**config.mk**
```make
export PLATFORM = sky130hd
export DESIGN_NAME = reg_dump_scanner_flat
export DESIGN_NICKNAME = d
export VERILOG_FILES = /design/src/rtl/reg_dump_scanner_if.sv /design/src/rtl/reg_dump_scanner.sv /design/src/flat_wrapper.sv
export SDC_FILE = /design/constraint.sdc
export NUM_CORES = 1
export LEC_CHECK = 0
export ABC_AREA = 1
export BUFFER_PORTS_ARGS = -buffer_cell sky130_fd_sc_hd__buf_4
export CORE_MARGIN = 2
export CORE_UTILIZATION = 40
export CTS_BUF_LIST = sky130_fd_sc_hd__clkbuf_8
export DETAILED_ROUTE_END_ITERATION = 6
export HOLD_SLACK_MARGIN = 0.02
export PLACE_DENSITY_LB_ADDON = 0.05
export SLEW_MARGIN = 5
export SYNTH_ARGS = -nofsm -noshare
export SYNTH_HDL_FRONTEND = slang
export SYNTH_SLANG_ARGS = --single-unit
```
**constraint.sdc**
```tcl
create_clock -name clk_i -period 2.7 [get_ports clk_i]
set_clock_uncertainty 0.05 [all_clocks]
set_input_delay 0.54 -clock clk_i [delete_from_list [all_inputs] [get_ports clk_i]]
set_output_delay 0.54 -clock clk_i [all_outputs]
set_load 0.01 [all_outputs]
```
**src/rtl/reg_dump_scanner_if.sv**
```systemverilog
// Register-dump beat stream: one (id, value) beat per valid/ready handshake.
// The master holds every field stable while dump_valid is high and dump_ready is low.
interface reg_dump_scanner_if;
    logic        dump_valid;
    logic        dump_ready;
    logic [4:0]  dump_id;
    logic [31:0] dump_data;
    logic        dump_last;

    modport master (
        output dump_valid,
        output dump_id,
        output dump_data,
        output dump_last,
        input  dump_ready
    );

    modport slave (
        input  dump_valid,
        input  dump_id,
        input  dump_data,
        input  dump_last,
        output dump_ready
    );
endinterface

```
**src/rtl/reg_dump_scanner.sv**
```systemverilog
// Sweeps the Mips register-observation port and emits one (id, value) beat per register; SETTLE+1 cycles
// per register at full rate, beat held while dump_ready is low. REG_DUMP_DIFF_EN suppresses unchanged registers.
module reg_dump_scanner #(
    parameter int NUM_REGS = 32,
    parameter int SETTLE   = 1,
    parameter int CNT_W    = 16
) (
    input  logic                 clk_i,
    input  logic                 rst_i,
    input  logic                 start_i,
    input  logic                 continuous_i,
    output logic [4:0]           reg_out_id_o,
    input  logic [31:0]          reg_out_data_i,
    reg_dump_scanner_if.master   dump,
    output logic                 busy_o,
    output logic                 done_o,
    output logic [CNT_W-1:0]     sweep_count_o
);

    localparam logic [1:0] S_IDLE   = 2'd0;
    localparam logic [1:0] S_SELECT = 2'd1;
    localparam logic [1:0] S_SEND   = 2'd2;

    localparam logic [4:0] LAST_ID     = 5'(NUM_REGS - 1);
    localparam logic [3:0] SETTLE_LAST = 4'(SETTLE - 1);

    logic [1:0]       state_q, state_d;
    logic [4:0]       idx_q, idx_d;
    logic [3:0]       settle_q, settle_d;
    logic             vld_q, vld_d;
    logic [4:0]       id_q, id_d;
    logic [31:0]      data_q, data_d;
    logic             last_q, last_d;
    logic             done_q, done_d;
    logic [CNT_W-1:0] sweep_q, sweep_d;
    logic             advance;
    logic             skip;

`ifdef REG_DUMP_DIFF_EN
    logic [31:0]         shadow_q [NUM_REGS];
    logic [NUM_REGS-1:0] shadow_vld_q;

    // A register matching the value last delivered to the consumer carries no news.
    assign skip = shadow_vld_q[idx_q] && (shadow_q[idx_q] == reg_out_data_i);

    always_ff @(posedge clk_i or posedge rst_i) begin
        if (rst_i) begin
            shadow_vld_q <= '0;
            for (int i = 0; i < NUM_REGS; i++) begin
                shadow_q[i] <= '0;
            end
        end else if (vld_q && dump.dump_ready) begin
            shadow_q[id_q]     <= data_q;
            shadow_vld_q[id_q] <= 1'b1;
        end
    end
`else
    assign skip = 1'b0;
`endif

    always_comb begin
        state_d  = state_q;
        idx_d    = idx_q;
        settle_d = settle_q;
        vld_d    = vld_q;
        id_d     = id_q;
        data_d   = data_q;
        last_d   = last_q;
        done_d   = 1'b0;
        sweep_d  = sweep_q;
        advance  = 1'b0;

        case (state_q)
            S_IDLE: begin
                if (start_i) begin
                    state_d  = S_SELECT;
                    idx_d    = '0;
                    settle_d = '0;
                end
            end
            S_SELECT: begin
                if (settle_q == SETTLE_LAST) begin
                    if (skip) begin
                        advance = 1'b1;
                    end else begin
                        vld_d   = 1'b1;
                        id_d    = idx_q;
                        data_d  = reg_out_data_i;
                        last_d  = (idx_q == LAST_ID);
                        state_d = S_SEND;
                    end
                end else begin
                    settle_d = settle_q + 4'd1;
                end
            end
            S_SEND: begin
                if (vld_q && dump.dump_ready) begin
                    vld_d   = 1'b0;
                    advance = 1'b1;
                end
            end
            default: begin
                state_d = S_IDLE;
            end
        endcase

        // Shared by a real handshake and a skipped capture so both end a sweep identically.
        if (advance) begin
            settle_d = '0;
            if (idx_q != LAST_ID) begin
                idx_d   = idx_q + 5'd1;
                state_d = S_SELECT;
            end else begin
                done_d  = 1'b1;
                sweep_d = sweep_q + {{(CNT_W-1){1'b0}}, 1'b1};
                idx_d   = '0;
                state_d = continuous_i ? S_SELECT : S_IDLE;
            end
        end
    end

    always_ff @(posedge clk_i or posedge rst_i) begin
        if (rst_i) begin
            state_q  <= S_IDLE;
            idx_q    <= '0;
            settle_q <= '0;
            vld_q    <= 1'b0;
            id_q     <= '0;
            data_q   <= '0;
            last_q   <= 1'b0;
            done_q   <= 1'b0;
            sweep_q  <= '0;
        end else begin
            state_q  <= state_d;
            idx_q    <= idx_d;
            settle_q <= settle_d;
            vld_q    <= vld_d;
            id_q     <= id_d;
            data_q   <= data_d;
            last_q   <= last_d;
            done_q   <= done_d;
            sweep_q  <= sweep_d;
        end
    end

    assign reg_out_id_o   = idx_q;
    assign dump.dump_valid = vld_q;
    assign dump.dump_id    = id_q;
    assign dump.dump_data  = data_q;
    assign dump.dump_last  = last_q;
    assign busy_o         = (state_q != S_IDLE);
    assign done_o         = done_q;
    assign sweep_count_o  = sweep_q;

endmodule

```
**src/flat_wrapper.sv**
```systemverilog
// flat-port wrapper written by rule: the top's interface ports become plain ports
module reg_dump_scanner_flat 
#(
    parameter int NUM_REGS = 32,
    parameter int SETTLE   = 1,
    parameter int CNT_W    = 16
)
  (clk_i, rst_i, start_i, continuous_i, reg_out_id_o, reg_out_data_i, busy_o, done_o, sweep_count_o, dump_dump_valid, dump_dump_id, dump_dump_data, dump_dump_last, dump_dump_ready);
  reg_dump_scanner_if dump_i ();
  input  logic clk_i;
  input  logic rst_i;
  input  logic start_i;
  input  logic continuous_i;
  output logic [4:0] reg_out_id_o;
  input  logic [31:0] reg_out_data_i;
  output logic busy_o;
  output logic done_o;
  output logic [CNT_W-1:0] sweep_count_o;
  output wire logic [$bits(dump_i.dump_valid)-1:0] dump_dump_valid;
  output wire logic [$bits(dump_i.dump_id)-1:0] dump_dump_id;
  output wire logic [$bits(dump_i.dump_data)-1:0] dump_dump_data;
  output wire logic [$bits(dump_i.dump_last)-1:0] dump_dump_last;
  input wire logic [$bits(dump_i.dump_ready)-1:0] dump_dump_ready;
  assign dump_dump_valid = dump_i.dump_valid;
  assign dump_dump_id = dump_i.dump_id;
  assign dump_dump_data = dump_i.dump_data;
  assign dump_dump_last = dump_i.dump_last;
  assign dump_i.dump_ready = dump_dump_ready;
  reg_dump_scanner #(.NUM_REGS(NUM_REGS), .SETTLE(SETTLE), .CNT_W(CNT_W)) u_core (.clk_i(clk_i), .rst_i(rst_i), .start_i(start_i), .continuous_i(continuous_i), .reg_out_id_o(reg_out_id_o), .reg_out_data_i(reg_out_data_i), .dump(dump_i), .busy_o(busy_o), .done_o(done_o), .sweep_count_o(sweep_count_o));
endmodule
```
==> results_dict.tcl, run 1 <==
set metrics [dict create \
    synth_cell_types 25 \
    worstSetupEndpointType "flop" \
    path_clk_slew_ns 0.08 \
    grt_max_degree 68 \
    whs_ns 0.227 \
    first_pass_iters 6 \
    cpPeakStageDelay_ns 0.40 \
    timing.final.crit_period_ns 1.89 \
    clock-sinks 67 \
    synth_area_mm2 0.00308 \
    yosysTopAreaCellShare_pct 54.4 \
    route.detailed.drc 0 \
    status "finished, final reports clean" \
    antenna_cells 0 \
    synthMostInstantiatedCell "nand2_1" \
    synth_seq_cells 67 \
    area_growth_pct 34.6 \
    antenna_found_initial 0 \
    async_flop_share_pct 100 \
    worstPathArrival_ns 2.07 \
    gr-usage-met2_pct 24.0 \
    hold_viol 0 \
    grt_pass1_vias 2371 \
    wl_per_cell_um 12.3 \
    worst_pin_slew_ns 0.747 \
    ios 99 \
    synth_ff_type "dfrtp_1" \
    slew_headroom_pct 50.1 \
    r2r_start "u_core.reg_out_id_o[0]" \
    total_power_uw 4010 \
    dieWidth_um 91.8 \
    min_period_over_period_pct 70.0 \
    fin_nets 507 \
    row_count 32 \
    drive_above_1_share_pct 27.2 \
    clk_latency_ns 0.33 \
    start_util_pct 40.5 \
    place_ws_ns 0.802 \
    ctsHoldBuffers 0 \
    use_met1_pct 25.7 \
    core_area_mm2 0.00761 \
    gp_congestion 0.748 \
    cts_buffers 9 \
    die_h_um 91.8 \
    crit_path_cell_trace "ha_1 -> nand2_1 -> nor2_1 -> ha_1 -> nand4_1 -> nor2_4 -> nand3_1 -> nand2_1 -> nand2_1" \
    power.density_mw_per_mm2 966 \
    fin_ws_ns 0.809 \
    yosysWarnings 0 \
    cts_max_path_buffers 2 \
    die_area_mm2 0.00843 \
    htree_levels 3 \
    cts_resized 0 \
    drt_iter0_drc 91 \
    critical_path.max_fanout 7 \
    hpwl_mm 4.85 \
    critPathRequiredTime_ns 2.88 \
    cpMostUsedCell "nand2_1" \
    synth_area_leaders "dfrtp_1 (54%), nand2_1 (19%), ha_1 (4.5%)" \
    postCtsSetupBuffers 0 \
    r2r.worst_path.cells 9 \
    critPathKind "reg2reg" \
    cp-startpoint "u_core.reg_out_id_o[0]" \
    hold_path_class "in2async" \
    setup_viol 0 \
    num_vias 2579 \
    yosys.area.top_type "dfrtp_1" \
    met3_usage_pct 3.94 \
    track_usage_pct 17.2 \
    viasPerCell 4.56 \
    drt_wl_total_mm 6.99 \
    busiest_layer "met1" \
    yosysSeqAreaShare_pct 54.4 \
    cap_violations 0 \
    port_buffers 98 \
    irDropWorstVdd_mv 0.416 \
    tns_ns 0 \
    cts_tree "built" \
    drtAntennaViolNets 0 \
    max_freq_mhz 529 \
    cts-root-buf "clkbuf_8" \
    synthTopCellsByCount "nand2_1 (158), dfrtp_1 (67), inv_1 (31)" \
    rsz0062_at_grt "false" \
    cpMaxStageDelayCell "dfrtp_1" \
    report.final.slew_viol_count 0 \
    synth_fp_nets 404 \
    syn_inst 356 \
    syn_avg_cell_area_um2 8.66 \
    synth-edff-count 0 \
    start_kind "flop" \
    p_leak_uw 0.00226 \
    grt-ovfl-total 0 \
    n_fill_cell 749 \
    grt_first_pass_wirelength_mm 11.5 \
]
## layout by cell type, fill, tap and decap left out, types with 5 or more instances in the layout
| master | Yosys | layout |
|---|---|---|
| buf_4 | 1 | 99 |
| clkbuf_8 | 0 | 9 |
| dfrtp_1 | 67 | 67 |
| ha_1 | 11 | 11 |
| inv_1 | 31 | 31 |
| nand2_1 | 158 | 158 |
| nand3_1 | 10 | 10 |
| nand4_1 | 10 | 10 |
| nor2_1 | 17 | 17 |
| o21ai_0 | 5 | 5 |
| o21ai_1 | 6 | 6 |
| xnor2_1 | 6 | 6 |
| xor2_1 | 6 | 6 |
## worst paths after layout
check	end	slack, ns
setup reg to reg	u_core.sweep_count_o[15]	0.81
min in group clk_i	u_core.dump.dump_data[13]	0.35
setup / recovery	u_core.sweep_count_o[15]	0.81
max in group asynchronous	u_core.settle_q[2]	2.09
hold / removal	u_core.dump.dump_data[1]	0.23
hold reg to reg	u_core.dump.dump_data[29]	0.42
## layout make-up
cell class	count	area, µm²	area share, %
Inverter	32	120	2.90
Timing Repair Buffer	100	763	18.4
Multi-Input combinational cell	249	1240	30.0
Clock buffer	9	124	2.99
Tap cell	102	128	3.08
Clock inverter	7	93.8	2.26
Sequential cell	67	1680	40.4
## power by group
| group | switching (µW) | internal [µW] |
|---|---|---|
| clock | 401 | 518 |
| sequential | 184 | 1310 |
| combinational | 930 | 667 |
## critical path: cells and delay by family, from the launching register on
| family | cells | cell delay (ns) |
|---|---|---|
| flops | 1 | 0.40 |
| simple gates | 7 | 0.95 |
| fa+ha+maj | 2 | 0.40 |
## cells by family (layout without fill, tap and decap cells)
family,after synthesis,after routing,synth area share [%]
and+or+nand+nor,209,209,29.3
DFF,67,67,54.4
buffers and inverters,40,148,5.28
AOI/OAI and AO/OA,16,16,2.84
xor gates and xnor gates,12,12,3.41
adders and majority gates,11,11,4.46
muxes,1,1,0.325
## through the flow
stage               cell area, µm²  instances  utilization [%]
CTS                           4150        566             54.5
finish                        4150        566             54.5
detailed placement            3930        550             51.7
global placement              3930        550             51.7
floorplan                     3080        356                -
global route                  4150        566             54.5
## state kept, by name (all words and copies together) (netlist names)
register / cells
u_core.done_o: 1
u_core.dump.dump_valid: 1
u_core.reg_out_id_o: 5
u_core.dump.dump_data: 32
u_core.dump.dump_id: 5
u_core.state_q: 2
u_core.sweep_count_o: 16
u_core.settle_q: 4
u_core.dump.dump_last: 1
## routing by layer
| layer | part of all wire [%] | vias to the layer above | wire length (µm) |
|---|---|---|---|
| li1 | - | 1317 | - |
| met2 | 43 | 67 | 3030 |
| met1 | 51 | 1189 | 3560 |
| met3 | 4.7 | 6 | 327 |
| met5 | 0 | - | 0 |
| met4 | 0.94 | 0 | 66 |
Note: power is estimated with default switching activity, not from simulation.
==> run 2: changes to the inputs <==
Settings changed: ABC_AREA 1 to 0.
Clock period 2.7 ns to 1.5 ns, I/O delays scaled along.
==> run 2 against run 1 <==
The run now ends with negative setup slack left. Critical path type unchanged. Critical path depth shrank 2. Highest routed layer unchanged. Global-route usage grew 0.72 points. Largest power group unchanged. First-iteration DRC count grew 18%. Core utilization grew 13 points. Non-clock buffer count grew 58.
==> results_dict.tcl, run 2 <==
set metrics [dict create \
    async_flop_share_pct 100 \
    hold_path_class "in2reg" \
    drt_wl_total_mm 7.51 \
    core_area_mm2 0.00721 \
    status "finished with violations" \
    tns_ns -18.67 \
    ios 99 \
    cap_violations 0 \
    first_pass_iters 4 \
    yosysWarnings 0 \
    die_h_um 90.0 \
    hpwl_mm 5.04 \
    viasPerCell 4.76 \
    setup_viol 66 \
    cts_tree "built" \
    die_area_mm2 0.00810 \
    grt-ovfl-total 0 \
    synth-edff-count 0 \
    wl_met3_um 348 \
    cts_max_path_buffers 2 \
    gp_congestion 0.765 \
    utilization_pct 68.0 \
    clock-sinks 67 \
    drtAntennaViolNets 0 \
    worstSetupEndpointType "flop" \
    synth_fp_nets 279 \
    hold_viol 0 \
    synthMostInstantiatedCell "dfrtp_1" \
    r2r_start "u_core.settle_q[0]" \
    p_leak_uw 0.00251 \
    yosysSeqAreaShare_pct 56.7 \
    drive_above_1_share_pct 61.7 \
    htree_levels 3 \
    row_count 31 \
    antenna_found_initial 0 \
    dieWidth_um 90.0 \
    yosys.area.top_type "dfrtp_1" \
    min_period_over_period_pct 126 \
    port_buffers 98 \
    min_from "reg_out_data_i[21]" \
    cpMaxStageDelayCell "dfrtp_1" \
    area_growth_pct 65.9 \
    syn_avg_cell_area_um2 12.8 \
    cts-root-buf "clkbuf_8" \
    antenna_cells 0 \
    largest_register_ffs 32 \
    grt_max_degree 26 \
    rsz0062_at_grt "true" \
    n_fill_cell 586 \
    syn_inst 231 \
    track_usage_pct 17.9 \
    num_vias 2371 \
    placed_cells 465 \
    report.final.slew_viol_count 0 \
    violations "negative setup slack" \
    start_kind "flop" \
    fin_nets 442 \
    highest_layer "met4" \
    cts_buffers 9 \
    max_freq_mhz 528 \
    worstPathArrival_ns 2.07 \
    fin_ws_ns -0.395 \
    critPathRequiredTime_ns 1.67 \
    synth_cell_types 38 \
    crit_path_cell_trace "inv_2 -> ha_4 -> or3b_4 -> nor2_4 -> buf_6 -> clkbuf_16 -> mux2_4" \
    timing.final.crit_period_ns 1.89 \
    synth_area_leaders "dfrtp_1 (57%), mux2_2 (11%), ha_1 (4.7%)" \
    layout_commonest_cell "buf_4" \
    most-common-layout-cells "buf_4 (138), dfrtp_1 (66), mux2_4 (38)" \
    fin_cells 498 \
    grt_first_pass_wirelength_mm 11.5 \
    clk_latency_ns 0.34 \
    wl_met2_mm 3.66 \
    place_ws_ns -0.394 \
    critical_path.max_fanout 5 \
    route.detailed.drc 0 \
    wirelength_met1_mm 3.43 \
    critPathKind "reg2reg" \
    worst_pin_slew_ns 0.452 \
    wl_per_cell_um 15.1 \
    slew_headroom_pct 69.1 \
    synth_area_mm2 0.00296 \
    synthTopCellsByCount "dfrtp_1 (67), mux2_2 (29), nand2_1 (19)" \
    synth_ff_type "dfrtp_1" \
    drt_iter0_drc 107 \
    power.density_mw_per_mm2 1770 \
    irDropWorstVdd_mv 0.834 \
    synth_seq_cells 67 \
    cp-startpoint "u_core.settle_q[0]" \
    start_util_pct 41.0 \
    path_clk_slew_ns 0.08 \
    yosysTopAreaCellShare_pct 56.7 \
    grt_pass1_vias 2278 \
    cpPeakStageDelay_ns 0.39 \
]
## run 2: kinds of logic after synthesis
group	count (synthesis)	synth area share, %
buffers and inverters	16	2.92
xor gates and xnor gates	15	4.44
AOI/OAI and AO/OA	22	4.74
DFF	67	56.7
adders and majority gates	11	4.66
and+or+nand+nor	62	12.1
muxes	38	14.5
## run 2: through the flow
| step | total power, µW | hold slack (ns) | area [µm²] |
|---|---|---|---|
| after global placement | 5760 | 0.275 | 4180 |
| after CTS | 7660 | 0.114 | 4540 |
| after detailed placement | 5790 | 0.279 | 4180 |
| final | 8670 | 0.130 | 4910 |
| after global routing | 9170 | 0.112 | 4910 |
| after floorplan | 4320 | 0.385 | 3020 |
## run 2: repair_timing
item                                    4_1_cts  5_1_grt
pin swaps                                    20       22
resized for setup                            27       64
gates cloned                                  0        4
endpoints found under the setup margin       68       68
buffers inserted                              7        7
hold buffers                                  1        0
endpoints found under the hold margin        14        0
## run 2: area by class of cell
| cell class | instances | area, µm² | area share [%] |
|---|---|---|---|
| tap | 99 | 124 | 2.52 |
| clock inverter | 7 | 92.6 | 1.89 |
| timing repair buffer | 158 | 1340 | 27.2 |
| inverter | 10 | 43.8 | 0.893 |
| multi-input combinational | 148 | 1510 | 30.8 |
| sequential | 67 | 1680 | 34.2 |
| clock buffer | 9 | 124 | 2.52 |
## run 2: path summary, 6_finish.rpt
check,endpoint,depth (start not counted),slack (ns)
worst max register to register,u_core.dump.dump_data[0],7,-0.39
worst max-delay path,u_core.dump.dump_data[0],7,-0.39
max in group asynchronous,u_core.dump.dump_data[20],4,0.37
worst min-delay path,u_core.dump.dump_data[21],2,0.13
min in group asynchronous,u_core.dump.dump_data[26],3,0.48
worst min register to register,u_core.sweep_count_o[15],1,0.43
## run 2: power breakdown
part / leakage (µW) / internal [µW] / total [µW] / switching (µW)
registers: 0.000854 / 2350 / 2670 / 313
clock network: 0.000107 / 932 / 1650 / 717
logic: 0.00155 / 2690 / 4350 / 1670
## run 2: layer usage
| metal | global-route usage [%] | up-vias |
|---|---|---|
| met1 | 23.5 | 1179 |
| met4 | 5.38 | 0 |
| li1 | - | 1128 |
| met2 | 29.0 | 56 |
| met5 | 0 | - |
| met3 | 5.28 | 8 |
## run 2: worst max-delay path, delay by kind of cell, from the launching register on
kind / cells / cell delay (ns)
DFF: 1 / 0.39
adders and majority gates: 1 / 0.12
buffers and inverters: 3 / 0.40
and+or+nand+nor: 2 / 0.53
muxes: 1 / 0.29
